--- src/rtl/msrv_32_pkg.sv ---
// rtl/msrv_32_pkg.sv - msrv_32 opcode classes, control-field encodings and the decoded bundle type
package msrv_32_pkg;

    // opcode[6:2] class codes
    localparam logic [4:0] OPC_BRANCH   = 5'b11000;
    localparam logic [4:0] OPC_JAL      = 5'b11011;
    localparam logic [4:0] OPC_JALR     = 5'b11001;
    localparam logic [4:0] OPC_AUIPC    = 5'b00101;
    localparam logic [4:0] OPC_LUI      = 5'b01101;
    localparam logic [4:0] OPC_OP       = 5'b01100;
    localparam logic [4:0] OPC_OP_IMM   = 5'b00100;
    localparam logic [4:0] OPC_LOAD     = 5'b00000;
    localparam logic [4:0] OPC_STORE    = 5'b01000;
    localparam logic [4:0] OPC_SYSTEM   = 5'b11100;
    localparam logic [4:0] OPC_MISC_MEM = 5'b00011;

    localparam logic [2:0] WB_ALU       = 3'b000;
    localparam logic [2:0] WB_LOAD      = 3'b001;
    localparam logic [2:0] WB_IMM       = 3'b010;
    localparam logic [2:0] WB_IADDER    = 3'b011;
    localparam logic [2:0] WB_CSR       = 3'b100;
    localparam logic [2:0] WB_PC_PLUS_4 = 3'b101;

    localparam logic [2:0] IMM_NONE     = 3'b000;
    localparam logic [2:0] IMM_I        = 3'b001;
    localparam logic [2:0] IMM_S        = 3'b010;
    localparam logic [2:0] IMM_B        = 3'b011;
    localparam logic [2:0] IMM_U        = 3'b100;
    localparam logic [2:0] IMM_J        = 3'b101;
    localparam logic [2:0] IMM_CSR      = 3'b110;

    typedef struct packed {
        logic [31:0] pc;
        logic [4:0]  rd;
        logic [4:0]  rs1;
        logic [4:0]  rs2;
        logic [2:0]  funct3;
        logic [2:0]  wb_mux_sel;
        logic [2:0]  imm_type;
        logic [3:0]  alu_opcode;
        logic [2:0]  csr_op;
        logic        alu_src;
        logic        iadder_src;
        logic        csr_wr_en;
        logic        rf_wr_en;
        logic        mem_wr_req;
        logic        is_load;
        logic        is_branch;
        logic        is_muldiv;
        logic        illegal;
    } dec_bundle_t;

endpackage

--- src/rtl/msrv_32_decode_comb.sv ---
// rtl/msrv_32_decode_comb.sv - combinational instruction decode into dec_bundle_t (RV32M via MSRV_RV32M_EN)
module msrv_32_decode_comb
    import msrv_32_pkg::*;
(
    input  logic [31:0]  instr_in,
    input  logic [31:0]  pc_in,
    input  logic         trap_taken_in,
    output dec_bundle_t  bundle_out
);

    logic [4:0] opc;
    logic [2:0] f3;
    logic [6:0] f7;
    logic is_branch, is_jal, is_jalr, is_auipc, is_lui, is_op, is_op_imm;
    logic is_load, is_store, is_system, is_misc_mem, any_cls;
    logic muldiv_enc, op_legal, shift_legal, illegal, is_csr;

    assign opc = instr_in[6:2];
    assign f3  = instr_in[14:12];
    assign f7  = instr_in[31:25];

    assign is_branch   = (opc == OPC_BRANCH);
    assign is_jal      = (opc == OPC_JAL);
    assign is_jalr     = (opc == OPC_JALR);
    assign is_auipc    = (opc == OPC_AUIPC);
    assign is_lui      = (opc == OPC_LUI);
    assign is_op       = (opc == OPC_OP);
    assign is_op_imm   = (opc == OPC_OP_IMM);
    assign is_load     = (opc == OPC_LOAD);
    assign is_store    = (opc == OPC_STORE);
    assign is_system   = (opc == OPC_SYSTEM);
    assign is_misc_mem = (opc == OPC_MISC_MEM);
    assign any_cls     = is_branch | is_jal | is_jalr | is_auipc | is_lui | is_op | is_op_imm
                       | is_load | is_store | is_system | is_misc_mem;

`ifdef MSRV_RV32M_EN
    assign muldiv_enc = is_op & (f7 == 7'b0000001);
`else
    assign muldiv_enc = 1'b0;
`endif

    // Only ADD/SUB and SRL/SRA have a funct7=0100000 variant
    assign op_legal    = (f7 == 7'b0000000)
                       | ((f7 == 7'b0100000) & ((f3 == 3'b000) | (f3 == 3'b101)))
                       | muldiv_enc;
    assign shift_legal = (f3 == 3'b001) ? (f7 == 7'b0000000) :
                         (f3 == 3'b101) ? ((f7 == 7'b0000000) | (f7 == 7'b0100000)) : 1'b1;
    assign illegal     = (instr_in[1:0] != 2'b11) | !any_cls
                       | (is_op & !op_legal) | (is_op_imm & !shift_legal);
    assign is_csr      = is_system & (f3 != 3'b000);

    always_comb begin
        bundle_out            = '0;
        bundle_out.pc         = pc_in;
        bundle_out.rd         = instr_in[11:7];
        bundle_out.rs1        = instr_in[19:15];
        bundle_out.rs2        = instr_in[24:20];
        bundle_out.funct3     = f3;
        bundle_out.wb_mux_sel = {is_csr | is_jal | is_jalr, is_lui | is_auipc,
                                 is_load | is_auipc | is_jal | is_jalr};
        bundle_out.imm_type   = {is_lui | is_auipc | is_jal | is_csr, is_store | is_branch | is_csr,
                                 is_op_imm | is_load | is_jalr | is_branch | is_jal};
        bundle_out.alu_opcode = {((is_op & !muldiv_enc) | (is_op_imm & (f3 == 3'b101))) & instr_in[30], f3};
        bundle_out.csr_op     = is_csr ? f3 : 3'b000;
        bundle_out.alu_src    = instr_in[5];
        bundle_out.iadder_src = is_load | is_store | is_jalr;
        bundle_out.csr_wr_en  = is_csr & !illegal;
        bundle_out.rf_wr_en   = (is_lui | is_auipc | is_jal | is_jalr | is_op | is_op_imm | is_load | is_csr)
                              & !illegal;
        bundle_out.mem_wr_req = is_store & !trap_taken_in & !illegal;
        bundle_out.is_load    = is_load;
        bundle_out.is_branch  = is_branch;
        bundle_out.is_muldiv  = muldiv_enc & !illegal;
        bundle_out.illegal    = illegal;
    end

endmodule

--- src/rtl/msrv_32_decode_stage.sv ---
// rtl/msrv_32_decode_stage.sv - msrv_32 decode stage: bundle FIFO, handshake, flush, illegal counter (MSRV_RV32M_EN)
module msrv_32_decode_stage
    import msrv_32_pkg::*;
#(
    parameter int DEPTH  = 2,
    parameter int PC_W   = 32,
    parameter int ICNT_W = 16
) (
    input  logic              clk_in,
    input  logic              rst_in,
    input  logic              instr_valid_in,
    output logic              instr_ready_out,
    input  logic [31:0]       instr_in,
    input  logic [PC_W-1:0]   pc_in,
    input  logic              flush_in,
    input  logic              trap_taken_in,
    output logic              dec_valid_out,
    input  logic              dec_ready_in,
    output logic [PC_W-1:0]   pc_out,
    output logic [4:0]        rd_out,
    output logic [4:0]        rs1_out,
    output logic [4:0]        rs2_out,
    output logic [2:0]        funct3_out,
    output logic [2:0]        wb_mux_sel_out,
    output logic [2:0]        imm_type_out,
    output logic [3:0]        alu_opcode_out,
    output logic [2:0]        csr_op_out,
    output logic              alu_src_out,
    output logic              iadder_src_out,
    output logic              csr_wr_en_out,
    output logic              rf_wr_en_out,
    output logic              mem_wr_req_out,
    output logic              is_load_out,
    output logic              is_branch_out,
    output logic              is_muldiv_out,
    output logic              illegal_instr_out,
    output logic [ICNT_W-1:0] illegal_cnt_out
);

    localparam int PTR_W = $clog2(DEPTH);
    localparam int CNT_W = PTR_W + 1;

    dec_bundle_t dec_bundle;
    dec_bundle_t head;
    dec_bundle_t mem_q [DEPTH];
    dec_bundle_t mem_d [DEPTH];

    logic [PTR_W-1:0]  wr_ptr_q, wr_ptr_d, rd_ptr_q, rd_ptr_d;
    logic [CNT_W-1:0]  count_q, count_d;
    logic [ICNT_W-1:0] illegal_cnt_q, illegal_cnt_d;
    logic              ready_q, ready_d;
    logic              push, pop;

    msrv_32_decode_comb u_decode_comb (
        .instr_in      (instr_in),
        .pc_in         (32'(pc_in)),
        .trap_taken_in (trap_taken_in),
        .bundle_out    (dec_bundle)
    );

    assign push = instr_valid_in & ready_q & !flush_in;
    assign pop  = (count_q != '0) & dec_ready_in & !flush_in;

    always_comb begin
        mem_d         = mem_q;
        wr_ptr_d      = wr_ptr_q;
        rd_ptr_d      = rd_ptr_q;
        count_d       = count_q;
        illegal_cnt_d = illegal_cnt_q;
        if (flush_in) begin
            wr_ptr_d = '0;
            rd_ptr_d = '0;
            count_d  = '0;
        end else begin
            if (push) begin
                mem_d[wr_ptr_q] = dec_bundle;
                wr_ptr_d        = wr_ptr_q + 1'b1;
            end
            if (pop) begin
                rd_ptr_d = rd_ptr_q + 1'b1;
            end
            count_d = count_q + CNT_W'(push) - CNT_W'(pop);
        end
        if (push && dec_bundle.illegal && !(&illegal_cnt_q)) begin
            illegal_cnt_d = illegal_cnt_q + 1'b1;
        end
        // Ready follows next-cycle occupancy, so a pop while full re-opens it only a cycle later
        ready_d = (count_d != CNT_W'(DEPTH));
    end

    always_ff @(posedge clk_in) begin
        if (rst_in) begin
            for (int i = 0; i < DEPTH; i++) begin
                mem_q[i] <= '0;
            end
            wr_ptr_q      <= '0;
            rd_ptr_q      <= '0;
            count_q       <= '0;
            illegal_cnt_q <= '0;
            ready_q       <= 1'b1;
        end else begin
            mem_q         <= mem_d;
            wr_ptr_q      <= wr_ptr_d;
            rd_ptr_q      <= rd_ptr_d;
            count_q       <= count_d;
            illegal_cnt_q <= illegal_cnt_d;
            ready_q       <= ready_d;
        end
    end

    assign head              = mem_q[rd_ptr_q];
    assign instr_ready_out   = ready_q;
    assign dec_valid_out     = (count_q != '0);
    assign illegal_cnt_out   = illegal_cnt_q;
    assign pc_out            = head.pc[PC_W-1:0];
    assign rd_out            = head.rd;
    assign rs1_out           = head.rs1;
    assign rs2_out           = head.rs2;
    assign funct3_out        = head.funct3;
    assign wb_mux_sel_out    = head.wb_mux_sel;
    assign imm_type_out      = head.imm_type;
    assign alu_opcode_out    = head.alu_opcode;
    assign csr_op_out        = head.csr_op;
    assign alu_src_out       = head.alu_src;
    assign iadder_src_out    = head.iadder_src;
    assign csr_wr_en_out     = head.csr_wr_en;
    assign rf_wr_en_out      = head.rf_wr_en;
    assign mem_wr_req_out    = head.mem_wr_req;
    assign is_load_out       = head.is_load;
    assign is_branch_out     = head.is_branch;
    assign is_muldiv_out     = head.is_muldiv;
    assign illegal_instr_out = head.illegal;

endmodule

--- config.mk ---
export PLATFORM = sky130hd
export DESIGN_NAME = msrv_32_decode_stage
export DESIGN_NICKNAME = d
export VERILOG_FILES = /design/src/rtl/msrv_32_pkg.sv /design/src/rtl/msrv_32_decode_comb.sv /design/src/rtl/msrv_32_decode_stage.sv
export SDC_FILE = /design/constraint.sdc
export NUM_CORES = 1
export LEC_CHECK = 0
export ABC_AREA = 1
export CAP_MARGIN = 0
export CORE_AREA = 3 3 130 132
export CTS_BUF_LIST = sky130_fd_sc_hd__clkbuf_2 sky130_fd_sc_hd__clkbuf_4 sky130_fd_sc_hd__clkbuf_8
export CTS_CLUSTER_SIZE = 20
export DETAILED_ROUTE_END_ITERATION = 10
export DIE_AREA = 0 0 133 135
export HOLD_SLACK_MARGIN = 0.15
export PLACE_DENSITY_LB_ADDON = 0.05
export SYNTH_ARGS = -nofsm -noshare
export SYNTH_HDL_FRONTEND = slang
export SYNTH_SLANG_ARGS = --single-unit
--- constraint.sdc ---
create_clock -name clk_in -period 4.8 [get_ports clk_in]
set_input_delay 0.96 -clock clk_in [delete_from_list [all_inputs] [get_ports clk_in]]
set_output_delay 0.96 -clock clk_in [all_outputs]
set_load 0.005 [all_outputs]
==> impl_metrics.yaml, run 1 <==
floorplanning:
  rows: 46
  die_area_um2: 18000
  coreArea_um2: 15800
  initial_core_util_pct: 44.5
  fp.dieW_um: 133
  dieHeight_um: 135
  io_pins: 160
place:
  post-dp-hpwl_um: 11600
  io_buffers: 158
  dp.cells: 1309
  dpl_worst_slack_ns: 1.43
  finalWeightedCongestion: 0.837
grt:
  grt_pass1_vias: 5789
  antenna_found_initial: 0
  grt_use_met1_pct: 26.9
  grt-ovfl-total: 0
  grt.total_usage_pct: 19.4
  grt_max_degree: 76
  met2_usage_pct: 30.3
  grtUsageMet3_pct: 4.73
  grt_pass1_wl_um: 28400
  top_usage_layer: "met2"
power_and_ir_drop:
  p_int_mw: 2.07
  seqPwrFrac_pct: 49.6
  switching_share_pct: 25.4
  power.switching_mw: 0.706
  ir_drop_uv: 197
  leakagePower_nw: 3.55
  pwr-share-comb_pct: 12.7
  power-per-cell-area_nw_per_um2: 304
  clkPwrFrac_pct: 37.7
  power.total_mw: 2.77
yosys:
  syn-num-nets: 1061
  synth_top_cells_by_area: "dfxtp_1 45%, o21ai_0 13%, nand2_1 7.9%"
  syn_area_um2: 7050
  synth_top_family_by_area: "compound AO/OA/AOI/OAI gates"
  synth_edf_count: 0
  synthSimpleGateAreaFrac_pct: 21.2
  yosysUniqueCellTypes: 37
  yosysTopAreaCell: "dfxtp_1"
  synth-async-reset-ratio_pct: 0
  yosysWarnings: 0
  syn_avg_cell_area_um2: 7.14
  syn_inst: 988
  synth-compound-area-share_pct: 22.1
  synth_xor_area_share_pct: 1.74
  yosysTopAreaCellShare_pct: 44.6
  synth_mux_area_share_pct: 0
  synth-seq-cells: 157
  ys_seq_area_share_pct: 44.6
  synth_fa_ha_area_share_pct: 0.532
  synth_ff_type: "dfxtp_1"
sta:
  min_period_over_period_pct: 76.9
  skew_ns: 0.00923
  worst_slack_ns: 1.11
  setup_viol: 0
  max_slew_margin_pct: 28.7
  finalHoldViolCount: 0
  final-max-slew-violation-count: 0
  hold_ws_ns: 0.447
  clock.fmax_ghz: 0.271
  grt_setup_unrepaired: "false"
  fin_setup_tns_ns: 0
  fin_crit_ns: 3.69
  worstMarginPinSlew_ns: 1.07
job:
  cap_violations: 0
setup_path:
  arrival_ns: 2.73
  critPathCaptureType: "primary output"
  crit_fanout: 50
  worstPathRequired_ns: 3.84
  crit_path_start: "rd_ptr_q"
  worstSetupPathType: "reg2out"
  startpoint_type: "register"
  r2r_start: "instr_ready_out"
final_layout:
  drive_gt1_share_pct: 7.73
  diodes: 0
  fin_nets: 1185
  layout_commonest_cell: "o21ai_0"
  final_cells: 1341
  layout_common_cells: "190 x o21ai_0, 158 x clkdlybuf4s50_1, 157 x dfxtp_1, 148 x nand2_1, 138 x nor2_1"
  syn_to_final_growth_pct: 29.3
clock_tree:
  clkLatencyLatePin_ns: 0.45
  cts_tree: "built"
  clkSlewWorstSetupHoldPaths_ns: 0.09
  cts_setup_buffers: 0
  clkSinkCount: 157
  numCtsBuffers: 17
  htree_levels: 4
  cts_hold_buf: 0
  post_cts_resized: 0
  cts_root_buffer: "clkbuf_8"
  cts_buffer_depth: 2
hold_path:
  hold_class: "reg2reg"
  hold_start: "mem_q[41]"
routing:
  num_vias: 6474
  drtIter0Drc: 384
  drc: 0
  ant_nets: 0
  routedWlPerCell_um: 13.0
  drt-total-wl_um: 17500
  vias_per_cell: 4.83
  drtPass1Iterations: 4
status:
  status: "finished, final reports clean"
==> per-stage QoR <==
| step | util [%] | cell area (µm²) |
|---|---|---|
| 2_1_floorplan | - | 7050 |
| 3_3_place_gp | 54.9 | 8700 |
| 3_5_place_dp | 54.9 | 8700 |
| 4_1_cts | 57.6 | 9120 |
| 5_1_grt | 57.6 | 9120 |
| 6_report | 57.6 | 9120 |
==> state kept, by name, indices dropped and copies added, names as in the netlist <==
register / count
illegal_cnt_out: 16
instr_ready_out: 1
mem_q: 136
count_q: 2
rd_ptr_q: 1
wr_ptr_q: 1
==> worst max-delay path, stage by stage (launching register included) <==
cell             delay, ns
dfxtp_1               0.31
buf_4                 0.21
inv_2                 0.62
buf_4                 0.38
nand2_1               0.07
o21ai_0               0.12
clkdlybuf4s50_1       0.56
==> cells in the mapped netlist, types with 2 or more instances <==
| cell | instances |
|---|---|
| a21oi_1 | 92 |
| a21oi_2 | 10 |
| buf_2 | 4 |
| buf_4 | 5 |
| buf_6 | 2 |
| clkbuf_1 | 50 |
| dfxtp_1 | 157 |
| dlygate4sd1_1 | 2 |
| ha_1 | 3 |
| inv_1 | 98 |
| inv_2 | 3 |
| nand2_1 | 148 |
| nand2_2 | 15 |
| nand3_1 | 11 |
| nand3_2 | 2 |
| nand3_4 | 2 |
| nand3b_1 | 3 |
| nand4_1 | 16 |
| nor2_1 | 138 |
| nor2_2 | 3 |
| nor2_4 | 4 |
| nor3_1 | 2 |
| o211ai_1 | 2 |
| o21a_1 | 2 |
| o21ai_0 | 190 |
| xnor2_1 | 4 |
| xor2_1 | 10 |
==> power groups by stage <==
stage	logic, mW	registers (mW)	clock network (mW)
after detailed placement	0.355	1.41	0
after CTS	0.357	1.38	1.07
after global placement	0.353	1.41	0
after global routing	0.394	1.38	1.13
final	0.352	1.38	1.05
after floorplan	0.171	1.40	0
==> routing by layer <==
metal,vias up,part of all wire [%]
met1,2890,49
li1,3436,-
met4,0,0.99
met2,133,46
met5,-,0
met3,15,4.4
==> cell type report <==
cell class / count / area, µm²
Multi-Input combinational cell: 664 / 3220
Clock inverter: 13 / 166
Timing Repair Buffer: 170 / 1680
Fill cell: 1574 / 6710
Sequential cell: 157 / 3140
Tap cell: 216 / 270
Clock buffer: 19 / 255
Inverter: 102 / 383
==> worst paths after layout <==
path                                       to  slack (ns)  cells after the start
worst max register to register      mem_q[62]        2.52                      8
worst min register to register      mem_q[41]        0.45                      2
worst min-delay path                mem_q[41]        0.45                      2
worst max-delay path            funct3_out[0]        1.11                      6
==> logic make-up after synthesis <==
kind of cell,count (synthesis)
XOR/XNOR,14
AND/OR/NAND/NOR,346
AO/OA/AOI/OAI,300
buffers and inverters,167
flip-flops,157
other,1
adder cells (fa/ha/maj),3
Note: power is estimated with default switching activity, not from simulation.
==> inputs of run 2 (changes only) <==
- clock period: 4.8 -> 3 ns (I/O delays scaled with it)
==> impl_metrics.yaml, run 2 (synthesis gave the netlist of run 1 again) <==
setup_path:
  startpoint_type: "register"
  worstPathRequired_ns: 2.40
  r2r_cells: 10
  r2r_end: "illegal_cnt_out[0]"
  worstSetupPathType: "reg2out"
  r2r_start: "illegal_cnt_out[0]"
  arrival_ns: 1.97
  reg2reg_slack_ns: 0.94
  critPathCaptureType: "primary output"
  crit_fanout: 80
sta:
  finalHoldViolCount: 0
  worstMarginPinSlew_ns: 0.578
  min_period_over_period_pct: 85.7
  max_slew_margin_pct: 61.4
  fin_crit_ns: 2.57
  fin_setup_tns_ns: 0
  skew_ns: 0.00919
  final-max-slew-violation-count: 0
  clock.fmax_ghz: 0.389
  grt_setup_unrepaired: "false"
  setup_viol: 0
grt:
  grt_pass1_vias: 6043
  grt_pass1_wl_um: 29200
  grt-ovfl-total: 0
  antenna_found_initial: 0
  grt_max_degree: 81
  grt.total_usage_pct: 19.6
routing:
  num_vias: 6566
  drtIter0Drc: 475
  drt-total-wl_um: 17600
  routedWlPerCell_um: 13.1
  vias_per_cell: 4.88
  drc: 0
  ant_nets: 0
  drtPass1Iterations: 5
hold_path:
  min_to: "mem_q[44]"
  hold_start: "mem_q[44]"
  min_path_cells: 2
  hold_class: "reg2reg"
clock_tree:
  cts_tree: "built"
  post_cts_resized: 0
  numCtsBuffers: 17
  clkSlewWorstSetupHoldPaths_ns: 0.08
  cts_setup_buffers: 0
  clkSinkCount: 157
  cts_hold_buf: 0
  htree_levels: 4
  clkLatencyLatePin_ns: 0.45
  cts_root_buffer: "clkbuf_8"
  cts_buffer_depth: 2
final_layout:
  diodes: 0
  syn_to_final_growth_pct: 30.2
  final_cells: 1345
  top_register: "mem_q"
  fin_nets: 1190
  largest_reg_flops: 136
  layout_common_cells: "190 x o21ai_0, 158 x clkdlybuf4s50_1, 157 x dfxtp_1, 148 x nand2_1, 138 x nor2_1"
  drive_gt1_share_pct: 8.06
  nFillCells: 1519
  layout_commonest_cell: "o21ai_0"
job:
  cap_violations: 0
floorplanning:
  fp.dieW_um: 133
  rows: 46
  io_pins: 160
  initial_core_util_pct: 44.5
  dieHeight_um: 135
  coreArea_um2: 15800
  die_area_um2: 18000
power_and_ir_drop:
  ir_drop_uv: 268
  leakagePower_nw: 3.60
  power-per-cell-area_nw_per_um2: 483
place:
  post-dp-hpwl_um: 11700
  io_buffers: 158
  finalWeightedCongestion: 0.844
  dp.cells: 1314
status:
  status: "finished, final reports clean"
run 2: cell count changes in the layout (fill, tap and decap cells not counted), sizes merged:
cell      before  now
clkinvlp       6    2
buf           12   17
clkinv         3    5
inv          103  104
run 2: cell type report:
type	instances	area (µm²)	share of cell area (%)
multi-input cells	664	3220	35.0
flip-flops and latches	157	3140	34.3
repair buffers	175	1750	19.0
inverters	102	383	4.17
well taps	216	270	2.95
clock buffers	19	255	2.78
clock inverters	12	163	1.77
run 2: metal layers:
layer | up-vias | wire length (µm) | GRT usage, %
li1 | 3451 | - | -
met1 | 2927 | 8460 | 26.9
met2 | 163 | 7820 | 30.5
met3 | 25 | 954 | 4.43
met4 | 0 | 335 | 6.58
met5 | - | 0 | 0
run 2: stage by stage:
stage | util (%) | cell area (µm²) | worst slack (ns) | power (mW) | hold WS [ns]
after floorplan | - | 7050 | 1.14 | 2.52 | 0.424
after global placement | 55.3 | 8760 | 0.497 | 2.82 | 0.434
after detailed placement | 55.3 | 8760 | 0.463 | 2.82 | 0.439
after CTS | 58.0 | 9180 | 0.359 | 4.49 | 0.451
after global routing | 58.0 | 9180 | 0.299 | 4.65 | 0.467
final | 58.0 | 9180 | 0.428 | 4.43 | 0.449
run 2: worst max path at each step:
| stage | startpoint | endpoint | slack (ns) | cells past startpoint |
|---|---|---|---|---|
| 2_1_floorplan | instr_valid_in | instr_ready_out | 1.14 | 9 |
| 3_3_place_gp | instr_in[2] | illegal_cnt_out[0] | 0.50 | 10 |
| 3_5_place_dp | instr_in[2] | illegal_cnt_out[12] | 0.46 | 11 |
| 4_1_cts | rd_ptr_q | pc_out[27] | 0.36 | 4 |
| 5_1_grt | rd_ptr_q | pc_out[1] | 0.30 | 5 |
| 6_report | rd_ptr_q | pc_out[1] | 0.43 | 5 |
run 2: worst max-delay path, stage by stage, from the launching register on:
cell	delay [ns]
dfxtp_1	0.32
inv_2	0.10
buf_12	0.28
nand2_1	0.09
o21ai_0	0.14
clkdlybuf4s50_1	0.56
run 2: where the power goes:
| group | total [mW] | switching (mW) | leakage, nW | internal (mW) |
|---|---|---|---|---|
| clock | 1.66 | 0.805 | 0.206 | 0.858 |
| combinational | 0.567 | 0.278 | 2.11 | 0.289 |
| sequential | 2.20 | 0.0344 | 1.28 | 2.17 |
| total | 4.43 | 1.12 | 3.60 | 3.32 |
==> inputs of run 3 (changes only) <==
- CORE_AREA: 3 3 130 132 -> 3 3 107 160
- DIE_AREA: 0 0 133 135 -> 0 0 110 163
==> impl_metrics.yaml, run 3 (synthesis gave the netlist of run 1 again) <==
final_layout:
  largest_reg_flops: 136
  layout_common_cells: "190 x o21ai_0, 158 x clkdlybuf4s50_1, 157 x dfxtp_1, 148 x nand2_1, 138 x nor2_1"
  diodes: 0
  top_register: "mem_q"
  layout_commonest_cell: "o21ai_0"
  drive_gt1_share_pct: 7.90
  fin_area_um2: 9190
  final_cells: 1330
  syn_to_final_growth_pct: 30.4
  fin_nets: 1187
power_and_ir_drop:
  switching_share_pct: 24.3
  clkPwrFrac_pct: 39.1
  seqPwrFrac_pct: 48.5
  leakagePower_nw: 3.62
  power.switching_mw: 1.10
  power-per-cell-area_nw_per_um2: 494
  pwr-share-comb_pct: 12.4
  ir_drop_uv: 230
  p_int_mw: 3.44
grt:
  grt_max_degree: 74
  grt_pass1_vias: 6041
  grt_pass1_wl_um: 29100
  antenna_found_initial: 1
  grt-ovfl-total: 0
  grt.total_usage_pct: 20.3
clock_tree:
  clkSinkCount: 157
  cts_setup_buffers: 0
  numCtsBuffers: 17
  htree_levels: 4
  post_cts_resized: 0
  clkSlewWorstSetupHoldPaths_ns: 0.08
  cts_tree: "built"
  cts_hold_buf: 0
  clkLatencyLatePin_ns: 0.44
  cts_root_buffer: "clkbuf_8"
  cts_buffer_depth: 2
floorplanning:
  rows: 56
  io_pins: 160
  fp.dieW_um: 110
  coreArea_um2: 15800
  dieHeight_um: 163
  initial_core_util_pct: 44.7
  die_area_um2: 17900
place:
  dpl_worst_slack_ns: 0.441
  post-dp-hpwl_um: 11800
  dp.cells: 1298
  placed_cell_area_um2: 8730
  io_buffers: 158
  finalWeightedCongestion: 0.865
sta:
  fin_setup_tns_ns: 0
  grt_setup_unrepaired: "false"
  fin_crit_ns: 2.75
  worst_slack_ns: 0.250
  setup_viol: 0
  worstMarginPinSlew_ns: 0.674
  clock.fmax_ghz: 0.364
  hold_ws_ns: 0.448
  min_period_over_period_pct: 91.7
  max_slew_margin_pct: 55.0
  finalHoldViolCount: 0
  final-max-slew-violation-count: 0
  skew_ns: 0.0119
routing:
  vias_per_cell: 4.93
  drtPass1Iterations: 5
  num_vias: 6554
  drc: 0
  drt-total-wl_um: 17700
  routedWlPerCell_um: 13.3
  ant_nets: 0
  drtIter0Drc: 331
setup_path:
  crit_fanout: 18
  cpPeakStageDelay_ns: 0.57
  crit_chain: "clkinv_2 > buf_4 > o21ai_0 > clkdlybuf4s50_1"
  reg2reg_slack_ns: 0.97
  arrival_ns: 2.15
  r2r_start: "illegal_cnt_out[0]"
  worstSetupPathType: "reg2out"
  critPathSlowestCell: "clkdlybuf4s50_1"
  worstPathRequired_ns: 2.40
  r2r_end: "illegal_cnt_out[1]"
  critPathCaptureType: "primary output"
  r2r_cells: 9
  startpoint_type: "register"
status:
  status: "finished, final reports clean"
hold_path:
  min_path_cells: 2
  min_to: "mem_q[47]"
  hold_start: "mem_q[47]"
  hold_class: "reg2reg"
job:
  cap_violations: 0
==> run 3: changes by cell type in the layout (fill, tap and decap cells not counted), sizes merged <==
cell	delta
clkbuf	+1
bufinv	+1
clkinvlp	-1
buf	-3
clkinv	+2
inv	-2
==> run 3: cell type report <==
class	instances	area [µm²]
clock inverter	12	185
tap	203	254
clock buffer	20	275
fill	1572	6570
multi-input combinational	664	3220
inverter	102	384
sequential	157	3140
timing repair buffer	172	1740
==> run 3: how the worst max path moves through the flow <==
stage                         from                  end  slack, ns  cells past startpoint
floorplan           instr_valid_in      instr_ready_out       1.14                      9
global placement       instr_in[2]   illegal_cnt_out[0]       0.51                     10
detailed placement     instr_in[2]  illegal_cnt_out[10]       0.44                      9
CTS                       rd_ptr_q        funct3_out[2]       0.18                      4
global route              rd_ptr_q        funct3_out[2]       0.04                      4
finish                    rd_ptr_q        funct3_out[2]       0.25                      4
==> run 3: power by group through the flow <==
stage                     sequential [mW]  combinational, mW  clock, mW
after floorplan                      2.24              0.273          0
after global placement               2.25              0.569          0
after detailed placement             2.25              0.572          0
after CTS                            2.20              0.575       1.83
after global routing                 2.21              0.639       1.90
final                                2.20              0.565       1.77
==> run 3: worst max-delay path, delay by kind of cell, from the launching register on <==
kind	cells	cell delay, ns
DFF	1	0.35
buffers and inverters	3	1.07
AOI/OAI and AO/OA	1	0.28
==> run 3: stage by stage <==
stage | util (%) | power [mW]
2_1_floorplan | - | 2.52
3_3_place_gp | 55.4 | 2.82
3_5_place_dp | 55.4 | 2.82
4_1_cts | 58.3 | 4.60
5_1_grt | 58.3 | 4.76
6_report | 58.3 | 4.54
==> run 3: layer usage <==
layer  wire [µm]  global-route usage (%)  vias up
met5           9                       0        -
met4         188                    5.90        2
met3         753                    4.68       13
met2        8850                    34.8      126
met1        7890                    25.1     2978
li1            -                       -     3435
